**config.mk**
```make
export PLATFORM = sky130hd
export DESIGN_NAME = ls74_cmd_sched
export DESIGN_NICKNAME = d
export VERILOG_FILES = /design/src/rtl/ls74_sched_pkg.sv /design/src/rtl/ls74_cmd_sched_rr_arbiter.sv /design/src/rtl/ls74_cmd_sched.sv
export SDC_FILE = /design/constraint.sdc
export NUM_CORES = 1
export LEC_CHECK = 0
export CORE_MARGIN = 2
export CORE_UTILIZATION = 43
export DETAILED_ROUTE_END_ITERATION = 7
export GPL_TIMING_DRIVEN = 0
export PLACE_DENSITY_LB_ADDON = 0.12
export SLEW_MARGIN = 25
export SYNTH_ARGS = -nofsm -noshare
export SYNTH_HDL_FRONTEND = slang
export SYNTH_SLANG_ARGS = --single-unit
```
**constraint.sdc**
```tcl
create_clock -name clk -period 3.3 [get_ports clk]
set_input_delay 0.99 -clock clk [delete_from_list [all_inputs] [get_ports clk]]
set_output_delay 0.99 -clock clk [all_outputs]
set_load 0.03 [all_outputs]
```
**src/rtl/ls74_sched_pkg.sv**
```systemverilog
// ==== ls74_sched_pkg: shared types for the ls74 command scheduler. Rev 1.0 ====
`default_nettype none

package ls74_sched_pkg;

  localparam int CMD_W = 2;

  typedef enum logic [CMD_W-1:0] {
    CMD_CLEAR  = 2'b00,
    CMD_SET    = 2'b01,
    CMD_LOAD   = 2'b10,
    CMD_TOGGLE = 2'b11
  } cmd_e;

  typedef enum logic [2:0] {
    ST_IDLE    = 3'd0,
    ST_ASSERT  = 3'd1,
    ST_RELEASE = 3'd2,
    ST_CHECK   = 3'd3,
    ST_RESP    = 3'd4
  } state_e;

  // LOAD and TOGGLE go through the D/clock path rather than the async pins.
  function automatic logic is_clocked(input cmd_e c);
    return (c == CMD_LOAD) || (c == CMD_TOGGLE);
  endfunction

endpackage

`default_nettype wire

```
**src/rtl/ls74_cmd_sched_rr_arbiter.sv**
```systemverilog
// ==== rr_arbiter: first valid at or after ptr wins, one-hot grant plus index. Rev 1.0 ====
`default_nettype none

module rr_arbiter #(
  parameter int N = 4,
  localparam int IW = (N > 1) ? $clog2(N) : 1
) (
  input  logic [N-1:0]  valid,
  input  logic [IW-1:0] ptr,
  output logic [N-1:0]  grant,
  output logic [IW-1:0] idx,
  output logic          any
);

  int            j;
  logic [IW-1:0] jj;

  // Walk from the farthest offset down so the nearest valid is assigned last.
  always_comb begin
    grant = '0;
    idx   = '0;
    any   = |valid;
    j     = 0;
    jj    = '0;
    for (int k = N - 1; k >= 0; k--) begin
      j  = (int'(ptr) + k) % N;
      jj = IW'(j);
      if (valid[jj]) begin
        grant     = '0;
        grant[jj] = 1'b1;
        idx       = jj;
      end
    end
  end

endmodule

`default_nettype wire

```
**src/rtl/ls74_cmd_sched.sv**
```systemverilog
// ==== ls74_cmd_sched: round-robin scheduler driving a shared dual D flip-flop. Rev 1.0 ====
`default_nettype none

module ls74_cmd_sched
  import ls74_sched_pkg::*;
#(
  parameter int NREQ    = 4,
  parameter int PULSE_W = 2,
  parameter int SETTLE  = 1
) (
  input  logic                    clk,
  input  logic                    rst,
  input  logic [NREQ-1:0]         req_valid,
  input  logic [2*NREQ-1:0]       req_cmd,
  input  logic [NREQ-1:0]         req_ch,
  input  logic [NREQ-1:0]         req_d,
  output logic [NREQ-1:0]         req_ready,
  output logic                    n_pre1,
  output logic                    n_pre2,
  output logic                    n_clr1,
  output logic                    n_clr2,
  output logic                    ff_clk1,
  output logic                    ff_clk2,
  output logic                    d1,
  output logic                    d2,
  input  logic                    q1,
  input  logic                    q2,
  output logic                    rsp_valid,
  output logic [$clog2(NREQ)-1:0] rsp_id,
  output logic                    rsp_ok,
  output logic                    busy,
  output logic [7:0]              err_cnt
);

  localparam int IW      = $clog2(NREQ);
  localparam int CNT_MAX = (PULSE_W > SETTLE) ? PULSE_W : SETTLE;
  localparam int CW      = $clog2(CNT_MAX + 1);
  localparam logic [CW-1:0] PW_LAST = CW'(PULSE_W - 1);
  localparam logic [CW-1:0] ST_LAST = CW'(SETTLE - 1);

  state_e        state, state_nxt;
  logic [CW-1:0] cnt;
  logic [IW-1:0] ptr, id;
  cmd_e          cmd;
  logic          ch, exp_val, q_smp;

  logic [NREQ-1:0] grant;
  logic [IW-1:0]   gidx;
  logic            gany, grant_en;
  cmd_e            g_cmd;
  logic            g_ch, g_exp, q_sel;

  rr_arbiter #(.N(NREQ)) u_arb (
    .valid (req_valid),
    .ptr   (ptr),
    .grant (grant),
    .idx   (gidx),
    .any   (gany)
  );

  // No accept while rst is high: the edge that would capture it resets instead.
  assign grant_en  = (state == ST_IDLE) && gany && !rst;
  assign req_ready = grant_en ? grant : '0;
  assign q_sel     = ch ? q2 : q1;
  assign busy      = (state != ST_IDLE);

  always_comb begin
    g_cmd = cmd_e'(req_cmd[int'(gidx)*CMD_W +: CMD_W]);
    g_ch  = req_ch[gidx];
    g_exp = 1'b0;
    case (g_cmd)
      CMD_CLEAR:  g_exp = 1'b0;
      CMD_SET:    g_exp = 1'b1;
      CMD_LOAD:   g_exp = req_d[gidx];
      CMD_TOGGLE: g_exp = ~(g_ch ? q2 : q1);
      default:    g_exp = 1'b0;
    endcase
  end

  always_ff @(posedge clk) begin
    if (rst) begin
      state   <= ST_IDLE;
      cnt     <= '0;
      ptr     <= '0;
      id      <= '0;
      cmd     <= CMD_CLEAR;
      ch      <= 1'b0;
      exp_val <= 1'b0;
      q_smp   <= 1'b0;
      err_cnt <= 8'd0;
    end else begin
      state <= state_nxt;
      case (state)
        ST_IDLE: begin
          if (grant_en) begin
            id      <= gidx;
            cmd     <= g_cmd;
            ch      <= g_ch;
            exp_val <= g_exp;
            cnt     <= PW_LAST;
            ptr     <= (gidx == IW'(NREQ - 1)) ? '0 : gidx + 1'b1;
          end
        end
        ST_ASSERT: begin
          if (cnt != '0) cnt <= cnt - 1'b1;
        end
        ST_RELEASE: cnt <= ST_LAST;
        ST_CHECK: begin
          if (cnt != '0) cnt <= cnt - 1'b1;
          else           q_smp <= q_sel;
        end
        ST_RESP: begin
          if ((q_smp != exp_val) && (err_cnt != 8'hFF)) err_cnt <= err_cnt + 8'd1;
        end
        default: ;
      endcase
    end
  end

  always_comb begin
    state_nxt = state;
    case (state)
      ST_IDLE:    if (grant_en) state_nxt = ST_ASSERT;
      ST_ASSERT:  if (cnt == '0) state_nxt = ST_RELEASE;
      ST_RELEASE: state_nxt = ST_CHECK;
      ST_CHECK:   if (cnt == '0) state_nxt = ST_RESP;
      ST_RESP:    state_nxt = ST_IDLE;
      default:    state_nxt = ST_IDLE;
    endcase
  end

  logic [1:0] pre_n, clr_n, fclk, dv;

  // Only one of preset/clear is ever pulled low, and only on the selected half.
  always_comb begin
    pre_n     = 2'b11;
    clr_n     = 2'b11;
    fclk      = 2'b00;
    dv        = 2'b00;
    rsp_valid = 1'b0;
    rsp_ok    = 1'b0;
    rsp_id    = '0;
    case (state)
      ST_ASSERT: begin
        case (cmd)
          CMD_CLEAR: clr_n[ch] = 1'b0;
          CMD_SET:   pre_n[ch] = 1'b0;
          default: begin
            dv[ch]   = exp_val;
            fclk[ch] = (cnt != PW_LAST);
          end
        endcase
      end
      ST_RELEASE: if (is_clocked(cmd)) dv[ch] = exp_val;
      ST_RESP: begin
        rsp_valid = 1'b1;
        rsp_id    = id;
        rsp_ok    = (q_smp == exp_val);
      end
      default: ;
    endcase
  end

  assign n_pre1  = pre_n[0];
  assign n_pre2  = pre_n[1];
  assign n_clr1  = clr_n[0];
  assign n_clr2  = clr_n[1];
  assign ff_clk1 = fclk[0];
  assign ff_clk2 = fclk[1];
  assign d1      = dv[0];
  assign d2      = dv[1];

endmodule

`default_nettype wire
```
==> flow_metrics.py, run 1 <==
metrics = {
    "synthesis": {
        "ys_async_sr_fraction_pct": 0,
        "synth_cell_type_count": 49,
        "synth_edf_count": 0,
        "yosys_warnings": 0,
        "synth_compound_area_share_pct": 18.3,
        "muxShareOfSynthArea_pct": 15.1,
        "synth-adder-area-share_pct": 8.04,
        "yosys.area_share.xor_xnor_pct": 4.09,
        "ys_top_cells_by_area": "dfxtp_1, mux2i_1, ha_1",
        "ys_ff_latch": 22,
        "synth_cells": 201,
        "synth-simple-area-share_pct": 22.9,
        "synth_top_family_by_area": "simple AND/OR/NAND/NOR gates",
        "ys_seq_area_share_pct": 25.7,
        "syn_avg_cell_area_sq_um": 8.52,
        "synth_area_sq_mm": 0.00171,
        "syn-num-nets": 236,
        "ys.flop_type": "dfxtp_1",
        "yosysTopAreaCell": "dfxtp_1",
        "synth_top_area_share_pct": 25.7,
    },
    "power": {
        "powerDensity_mw_per_mm2": 735,
        "power.leakage_nw": 0.936,
        "vdd_drop_max_uv": 605,
        "totalPowerFinal_mw": 1.84,
    },
    "setup_path": {
        "crit_fanout": 3,
        "path_cells": "buf_12, mux4_2, a211oi_4, buf_6, a221oi_2, a211o_1, a21oi_4, buf_6",
        "critPathLaunchType": "primary input",
        "r2r-end": "exp_val",
        "rrSetupSlack_ns": 0.42,
        "slowest_stage": "mux4_2",
        "path_delay_family": "compound AO/OA/AOI/OAI gates",
        "cpMostUsedCell": "buf_6",
        "rr_startpoint": "ptr[1]",
        "cp_num_buf_inv": 3,
        "endpoint_kind": "output pin",
        "cpPeakStageDelay_ns": 0.52,
        "reg2regPathDepth": 10,
        "cp.arrival_ns": 2.59,
        "path_class": "primary input to output pin",
        "required_ns": 2.31,
    },
    "worst_hold_path": {
        "hp-class": "flop to flop",
        "worstHoldStart": "id[1]",
        "hold_end": "id[1]",
        "hold_depth": 2,
    },
    "global_routing": {
        "grt_pass1_wl_mm": 7.19,
        "grt_use_total_pct": 20.7,
        "antenna_found_initial": 0,
        "grt_pass1_vias": 1562,
        "grt_overflow": 0,
        "grt_max_degree": 13,
    },
    "floorplan": {
        "die_area_sq_mm": 0.00450,
        "start_util_pct": 45.8,
        "num_rows": 22,
        "io-pin-count": 49,
        "core_area_sq_mm": 0.00374,
        "fp.dieW_um": 67.1,
        "die_y_um": 67.1,
    },
    "place": {
        "place_hpwl_mm": 3.08,
        "port_buffers": 47,
        "gp_congestion": 0.763,
        "pre_cts_ws_ns": -1.37,
    },
    "detailed_routing": {
        "dr.pass1.iters": 4,
        "drtIter0Drc": 66,
        "ant_nets": 0,
        "routed-via-count": 1663,
        "post_drt_wl_per_cell_um": 14.1,
        "finalWirelength_mm": 4.30,
        "drcViolationCount": 0,
        "vias_per_cell": 5.45,
    },
    "cts": {
        "root_buffer": "clkbuf_8",
        "cts_tree": "yes",
        "cts_hold_buf": 0,
        "cts_htree_levels": 1,
        "clkSlewWorstSetupHoldPaths_ns": 0.07,
        "cts_buffers": 3,
        "clk_latency_ns": 0.26,
        "cts_sinks": 22,
        "clk_path_buf_depth": 2,
    },
    "sta": {
        "skew_ns": 0.00645,
        "worst_slack_ns": -0.284,
        "drv_slew": 0,
        "fmax_mhz": 279,
        "grt_setup_unrepaired": "true",
        "setup_viol": 4,
        "hold_violations": 0,
        "fin_crit_ns": 3.58,
        "hold_slack_ns": 0.490,
        "tightest_slew_ns": 0.539,
        "final.period_utilization_pct": 109,
        "relSlewSlack_pct": 64.0,
    },
    "cells_and_area": {
        "diodes": 0,
        "layout-drive-gt1-share_pct": 17.5,
        "syn2layout_area_growth_pct": 46.2,
        "fin_nets": 293,
    },
    "job": {
        "drv_cap": 0,
    },
    "run_status": {
        "run_status": "complete, but fails checks",
        "failed_checks": "negative setup slack",
    },
}
-- state kept, by name, summed over array words and instances (netlist names) --
signal / count
ch: 1
cmd: 2
cnt: 2
err_cnt: 8
exp_val: 1
id: 2
ptr: 2
q_smp: 1
state: 3
-- cells in the final DEF (no fill, tap or decap), types with 2 or more instances in the layout --
cell and instances:
dfxtp_1 21, nand2_1 13, o21ai_0 2, xor2_1 7, a211oi_2 2, clkbuf_8 4
nor3_1 6, clkdlybuf4s50_1 40, mux2i_1 17, mux4_2 3, nor4_1 2, nand3b_1 5
nor2_1 24, buf_6 8, nand4b_1 2, and2_1 2, nand4_1 3, a211o_1 5
nand2b_1 3, buf_12 3, nor2b_1 2, inv_1 8, a21oi_1 9, a21o_1 2
nand3_1 3, a21oi_4 4, buf_4 5, or3_1 2, a221oi_2 4, o21ai_1 2
clkbuf_1 5, a211oi_1 2, ha_1 10
-- synth_stat cells, types with 2 or more instances --
master and n:
a21o_1 2, nand3_1 3, or3_1 2, mux4_2 3, mux2i_1 18, nand2b_1 3
nand3b_1 5, clkbuf_1 6, nand2_1 13, a211o_1 5, nand4_1 3, nor4_1 3
a221oi_1 4, nor3_1 6, nor2b_1 2, inv_1 9, nand4b_1 2, dfxtp_1 22
a211oi_1 4, buf_6 3, xor2_1 7, a21oi_1 13, and2_1 2, o21ai_0 2
o21ai_1 2, ha_1 11, nor2_1 24
-- routing by layer --
layer | share of wire [%] | global-route usage (%) | routed length [um] | vias to the layer above
li1 | - | - | - | 844
met1 | 47 | 27.1 | 2010 | 780
met2 | 48 | 34.4 | 2050 | 35
met3 | 4.4 | 3.55 | 191 | 4
met4 | 1.0 | 6.63 | 44 | 0
met5 | 0 | 0 | 0 | -
-- what timing repair did --
action                     CTS  global route
setup endpoints to repair    5             6
setup buffers                5             0
resized for setup           64             9
cloned                       0             0
pin swaps                    4             4
-- stage by stage --
stage               std cells  instance area, sq um  setup TNS (ns)  utilization [%]
global placement          296                  2290           -5.72             61.3
CTS                       305                  2480           -1.25             66.2
detailed placement        296                  2290           -5.90             61.3
floorplan                 201                  1760          -0.709                -
global route              305                  2500           -1.19             66.9
finish                    305                  2500           -1.02             66.9
-- cell type report --
type	count	area [sq um]
Sequential cell	22	442
Fill cell	312	1240
Multi-Input combinational cell	159	1280
Timing Repair Buffer	52	542
Clock buffer	4	55.1
Tap cell	48	60.1
Inverter	9	37.5
Buffer	11	85.1
-- worst register-to-register path, stage by stage, from the launching register on --
cell	delay, ns
dfxtp_1	0.38
buf_4	0.18
inv_1	0.13
ha_4	0.34
mux4_2	0.32
buf_6	0.17
o21ai_1	0.27
nand2_2	0.19
mux2i_1	0.25
mux2_1	0.36
a32oi_1	0.21
-- report_power, final --
part	internal [mW]	switching, mW	leakage [nW]
clock network	0.106	0.0836	0.0288
logic	0.558	0.714	0.727
registers	0.331	0.0471	0.180
-- worst max-delay path by stage --
stage,start,endpoint,slack (ns),cells after the start
CTS,req_valid[1],req_ready[1],-0.32,8
floorplan,req_valid[1],req_ready[0],-0.18,6
finish,req_valid[1],req_ready[1],-0.28,8
detailed placement,req_valid[0],req_ready[2],-1.37,7
global placement,req_valid[0],req_ready[3],-1.34,7
global route,ptr[1],req_ready[0],-0.32,10
-- logic make-up (layout without fill, tap and decap cells) --
logic type,count (synthesis),after routing
fa+ha+maj,11,11
buf+inv,20,76
mux,22,22
compound gates,42,42
simple gates,76,76
xor+xnor,8,8
flops,22,22
(Power assumes the default switching activity.)
==> run 2: changes to the inputs <==
--- a/config.mk
+++ b/config.mk
@@ -5,11 +5,10 @@
 export SDC_FILE = /design/constraint.sdc
 export NUM_CORES = 1
 export LEC_CHECK = 0
-export CORE_MARGIN = 2
 export CORE_UTILIZATION = 43
 export DETAILED_ROUTE_END_ITERATION = 7
-export GPL_TIMING_DRIVEN = 0
-export PLACE_DENSITY_LB_ADDON = 0.12
+export GPL_TIMING_DRIVEN = 1
+export PLACE_DENSITY = 0.76
 export SLEW_MARGIN = 25
 export SYNTH_ARGS = -nofsm -noshare
 export SYNTH_HDL_FRONTEND = slang
==> run 2 against run 1 <==
Power rose by 2.0%. Final area shrank 0.55%. Wire length fell by 2.0%. Sequential power increased by 2%. Clock power is 30% higher. Fmax increased by 1.2%. Largest cell class unchanged. First-iteration DRC count shrank 27%. Clock-buffer cell count is 1 lower. Utilization is 0.37 points lower. Worst hold slack got worse by 0.0023 ns. Non-clock buffer count grew 6. The flow still finishes with violations (negative setup slack).
==> flow_metrics.py, run 2 (synthesized netlist as in run 1, its figures left out) <==
metrics = {
    "global_routing": {
        "grt_pass1_vias": 1554,
        "grt_use_total_pct": 20.8,
        "antenna_found_initial": 0,
        "grt_pass1_wl_mm": 7.09,
        "grt_overflow": 0,
        "grt_max_degree": 24,
    },
    "cts": {
        "clk_path_buf_depth": 2,
        "cts_htree_levels": 1,
        "cts_hold_buf": 0,
        "clk_latency_ns": 0.26,
        "clkSlewWorstSetupHoldPaths_ns": 0.08,
        "root_buffer": "clkbuf_8",
        "cts_tree": "yes",
        "cts_sinks": 22,
        "cts_buffers": 3,
        "cts_setup_buffers": 0,
    },
    "floorplan": {
        "die_y_um": 65.1,
        "num_rows": 22,
        "start_util_pct": 45.8,
        "fp.dieW_um": 65.1,
        "io-pin-count": 49,
        "core_area_sq_mm": 0.00374,
        "die_area_sq_mm": 0.00424,
    },
    "run_status": {
        "run_status": "complete, but fails checks",
        "failed_checks": "negative setup slack",
    },
    "detailed_routing": {
        "vias_per_cell": 5.31,
        "ant_nets": 0,
        "post_drt_wl_per_cell_um": 13.5,
        "routed-via-count": 1652,
        "dr.pass1.iters": 4,
        "drtIter0Drc": 48,
        "finalWirelength_mm": 4.21,
        "drcViolationCount": 0,
    },
    "setup_path": {
        "cpMostUsedCell": "buf_6",
        "endpoint_kind": "output pin",
        "cp.arrival_ns": 2.55,
        "required_ns": 2.31,
        "crit_fanout": 4,
        "slowest_stage": "mux4_2",
        "path_class": "primary input to output pin",
        "cpPeakStageDelay_ns": 0.52,
        "path_cells": "buf_6, mux4_2, a211oi_4, a221oi_1, a211o_1, a21oi_4, buf_6",
        "critPathLaunchType": "primary input",
    },
    "sta": {
        "fin_crit_ns": 3.54,
        "final.period_utilization_pct": 107,
        "grt_setup_unrepaired": "true",
        "drv_slew": 0,
        "fmax_mhz": 282,
        "worst_slack_ns": -0.241,
        "setup_tns_ns": -0.943,
        "relSlewSlack_pct": 62.8,
        "hold_violations": 0,
        "skew_ns": 0.00831,
        "setup_viol": 4,
        "tightest_slew_ns": 0.556,
    },
    "cells_and_area": {
        "largest_register_ffs": 8,
        "syn2layout_area_growth_pct": 45.4,
        "diodes": 0,
        "layout_commonest_cell": "clkdlybuf4s50_1",
        "reg_top3": "err_cnt x8, state x3",
        "fin_nets": 299,
        "regMostFlops": "err_cnt",
        "layout-drive-gt1-share_pct": 17.9,
        "num-fill-cells": 336,
        "layout_common_cells": "clkdlybuf4s50_1, nor2_1, dfxtp_1",
    },
    "power": {
        "swShare_pct": 43.8,
        "intPower_mw": 1.05,
        "vdd_drop_max_uv": 513,
        "powerDensity_mw_per_mm2": 753,
        "seqPwrFrac_pct": 20.5,
        "totalPowerFinal_mw": 1.88,
        "combinationalPowerShare_pct": 66.3,
        "clockPowerShare_pct": 13.2,
        "power.leakage_nw": 0.965,
        "switchingPower_mw": 0.822,
    },
    "place": {
        "place_hpwl_mm": 3.22,
        "gp_congestion": 0.786,
        "pre_cts_ws_ns": -0.625,
        "port_buffers": 48,
    },
    "worst_hold_path": {
        "hp-class": "flop to flop",
    },
    "job": {
        "drv_cap": 0,
    },
}
-- run 2: cell types whose count changed in the layout (fill, tap and decap cells not counted), moves of 3 or more --
cell,delta
a221oi_1,+3
a221oi_2,-3
buf_12,-3
buf_4,+16
clkbuf_1,-5
-- run 2: layer usage --
metal  routed length (um)  track usage, %
met5                    0               0
met4                   41            5.71
met3                  182            2.26
met2                 1960            36.2
met1                 2030            27.0
-- run 2: power by group through the flow --
stage / Clock (mW) / Combinational (mW) / Sequential (mW)
floorplan: 0 / 0.882 / 0.370
global placement: 0 / 1.19 / 0.387
detailed placement: 0 / 1.21 / 0.389
CTS: 0.250 / 1.25 / 0.384
global route: 0.258 / 1.36 / 0.398
finish: 0.247 / 1.24 / 0.384
-- run 2: final timing paths --
path | start | end | slack (ns) | depth (start not counted)
min | id[0] | id[0] | 0.49 | 2
max reg2reg | ptr[1] | exp_val | 0.43 | 11
min reg2reg | id[0] | id[0] | 0.49 | 2
max | req_valid[1] | req_ready[1] | -0.24 | 7
-- run 2: timing repair --
item	in CTS	in global routing
resized for setup	26	0
endpoints found under the setup margin	7	4
pin swaps	4	2
-- run 2: stage by stage --
step	util (%)	area (sq um)	cells	hold slack [ns]
global route	66.5	2490	311	0.543
detailed placement	63.7	2380	307	0.471
global placement	63.7	2380	307	0.472
floorplan	-	1760	201	0.447
CTS	66.5	2490	311	0.491
finish	66.5	2490	311	0.488
-- run 2: layout make-up --
| class | instances | area (sq um) | share of cell area, % |
|---|---|---|---|
| Clock buffer | 3 | 41.3 | 1.66 |
| Tap cell | 48 | 60.1 | 2.41 |
| Multi-Input combinational cell | 159 | 1240 | 49.6 |
| Inverter | 9 | 33.8 | 1.36 |
| Timing Repair Buffer | 69 | 648 | 26.0 |
| Sequential cell | 22 | 440 | 17.7 |
| Clock inverter | 1 | 30.0 | 1.21 |
-- run 2: worst max-delay path, delay by kind of cell --
kind                   cells  cell delay, ns
buffers and inverters      2            0.23
AOI/OAI and AO/OA          4            0.81
muxes                      1            0.52
==> run 3: changes to the inputs <==
--- a/config.mk
+++ b/config.mk
@@ -9,6 +9,7 @@
 export DETAILED_ROUTE_END_ITERATION = 7
 export GPL_TIMING_DRIVEN = 1
 export PLACE_DENSITY = 0.76
+export SKIP_LAST_GASP = 1
 export SLEW_MARGIN = 25
 export SYNTH_ARGS = -nofsm -noshare
 export SYNTH_HDL_FRONTEND = slang
==> constraint.sdc (replaced) <==
create_clock -name clk -period 3.3 [get_ports clk]
set_input_delay 0.66 -clock clk [delete_from_list [all_inputs] [get_ports clk]]
set_output_delay 0.66 -clock clk [all_outputs]
set_load 0.03 [all_outputs]
==> run 3 against run 2 <==
The flow now finishes without violations. Setup slack better by 0.46 ns. Sequential cell count unchanged. Clock-buffer cell count unchanged. Largest power group unchanged.
==> flow_metrics.py, run 3 (synthesized netlist as in run 1, its figures left out) <==
metrics = {
    "run_status": {
        "run_status": "finished, final reports clean",
    },
    "cells_and_area": {
        "layout_commonest_cell": "clkdlybuf4s50_1",
        "diodes": 0,
        "fin_nets": 292,
        "regMostFlops": "err_cnt",
        "syn2layout_area_growth_pct": 37.6,
        "num-fill-cells": 340,
        "layout-drive-gt1-share_pct": 12.1,
        "layout_common_cells": "clkdlybuf4s50_1, nor2_1, dfxtp_1",
        "reg_top3": "err_cnt x8, state x3",
        "utilization_pct": 63.0,
        "final_cells": 304,
        "largest_register_ffs": 8,
    },
    "setup_path": {
        "slowest_stage": "mux4_2",
        "path_delay_family": "buffers and inverters",
        "cp.arrival_ns": 2.42,
        "cpPeakStageDelay_ns": 0.50,
        "cpMostUsedCell": "buf_4",
        "critPathLaunchType": "primary input",
        "required_ns": 2.64,
        "crit_fanout": 8,
        "endpoint_kind": "output pin",
        "path_class": "primary input to output pin",
        "path_cells": "dlygate4sd2_1, mux4_2, a211oi_2, buf_4, a221oi_1, a211o_1, a21oi_1, buf_4",
        "cp_num_buf_inv": 3,
    },
    "floorplan": {
        "die_y_um": 65.1,
        "fp.dieW_um": 65.1,
        "die_area_sq_mm": 0.00424,
        "io-pin-count": 49,
        "num_rows": 22,
        "start_util_pct": 45.8,
        "core_area_sq_mm": 0.00374,
    },
    "detailed_routing": {
        "drtIter0Drc": 51,
        "post_drt_wl_per_cell_um": 14.0,
        "routed-via-count": 1637,
        "vias_per_cell": 5.38,
        "finalWirelength_mm": 4.24,
        "dr.pass1.iters": 4,
        "ant_nets": 0,
        "drcViolationCount": 0,
    },
    "cts": {
        "clkSlewWorstSetupHoldPaths_ns": 0.08,
        "cts_hold_buf": 0,
        "root_buffer": "clkbuf_8",
        "cts_setup_buffers": 0,
        "cts_tree": "yes",
        "clk_path_buf_depth": 2,
        "cts_buffers": 3,
        "cts_htree_levels": 1,
        "cts_resized": 3,
        "cts_sinks": 22,
        "clk_latency_ns": 0.26,
    },
    "global_routing": {
        "grt_pass1_wl_mm": 6.87,
        "grt_pass1_vias": 1515,
        "grt_use_total_pct": 20.6,
        "grt_overflow": 0,
        "grt_max_degree": 24,
        "antenna_found_initial": 0,
    },
    "sta": {
        "hold_violations": 0,
        "tightest_slew_ns": 0.735,
        "drv_slew": 0,
        "setup_viol": 0,
        "grt_setup_unrepaired": "false",
        "setup_tns_ns": 0,
        "final.period_utilization_pct": 93.3,
        "fmax_mhz": 325,
        "hold_slack_ns": 0.495,
        "skew_ns": 0.00177,
        "fin_crit_ns": 3.08,
        "relSlewSlack_pct": 50.9,
    },
    "worst_hold_path": {
        "hp-class": "flop to flop",
    },
    "power": {
        "power.leakage_nw": 0.928,
        "vdd_drop_max_uv": 461,
        "totalPowerFinal_mw": 1.77,
        "powerDensity_mw_per_mm2": 750,
    },
    "place": {
        "place_hpwl_mm": 3.17,
        "gp_congestion": 0.857,
        "port_buffers": 48,
        "dpl.cell_count": 300,
    },
    "job": {
        "drv_cap": 0,
    },
}
run 3: cell types whose count changed in the layout (fill, tap and decap cells not counted):
cell	change
a221oi_1	+1
buf_6	-8
buf_4	-3
dlymetal6s2s_1	+1
a211oi_2	+1
a21oi_4	-4
a221oi_2	-1
dlygate4sd2_1	+3
a21oi_1	+4
a211oi_4	-1
run 3: where the power goes:
| part | total [mW] | switching (mW) | internal [mW] |
|---|---|---|---|
| Sequential | 0.415 | 0.0846 | 0.330 |
| Clock | 0.253 | 0.0911 | 0.162 |
| Combinational | 1.10 | 0.602 | 0.499 |
run 3: path summary, 6_finish.rpt:
check	startpoint	endpoint	slack, ns	depth (start not counted)
min	id[0]	id[0]	0.50	2
max	req_valid[2]	req_ready[2]	0.22	8
min reg2reg	id[0]	id[0]	0.50	2
max reg2reg	ptr[0]	exp_val	0.35	9
run 3: layout make-up:
class,count,area (sq um),area share [%]
repair buffers,62,574,24.4
clock buffers,3,41.3,1.75
well taps,48,60.1,2.55
multi-input cells,159,1180,49.9
clock inverters,1,30.0,1.27
flip-flops and latches,22,440,18.7
inverters,9,33.8,1.43
run 3: tightest hold or removal path: stages (launching register included):
cell and delay, ns:
dfxtp_1 0.33, a21oi_1 0.06, nor2_1 0.07
run 3: routing by layer:
layer | GRT usage [%] | part of all wire, %
met5 | 0 | 0
met4 | 5.71 | 0.59
met3 | 2.78 | 6.4
met2 | 36.6 | 45
met1 | 25.9 | 48
run 3: through the flow:
step / area (sq um) / worst slack, ns
2_1_floorplan: 1710 / 0.0963
6_report: 2360 / 0.220
3_3_place_gp: 2280 / 0.00543
4_1_cts: 2350 / 0.00225
5_1_grt: 2360 / 0.0692
3_5_place_dp: 2280 / -0.0441
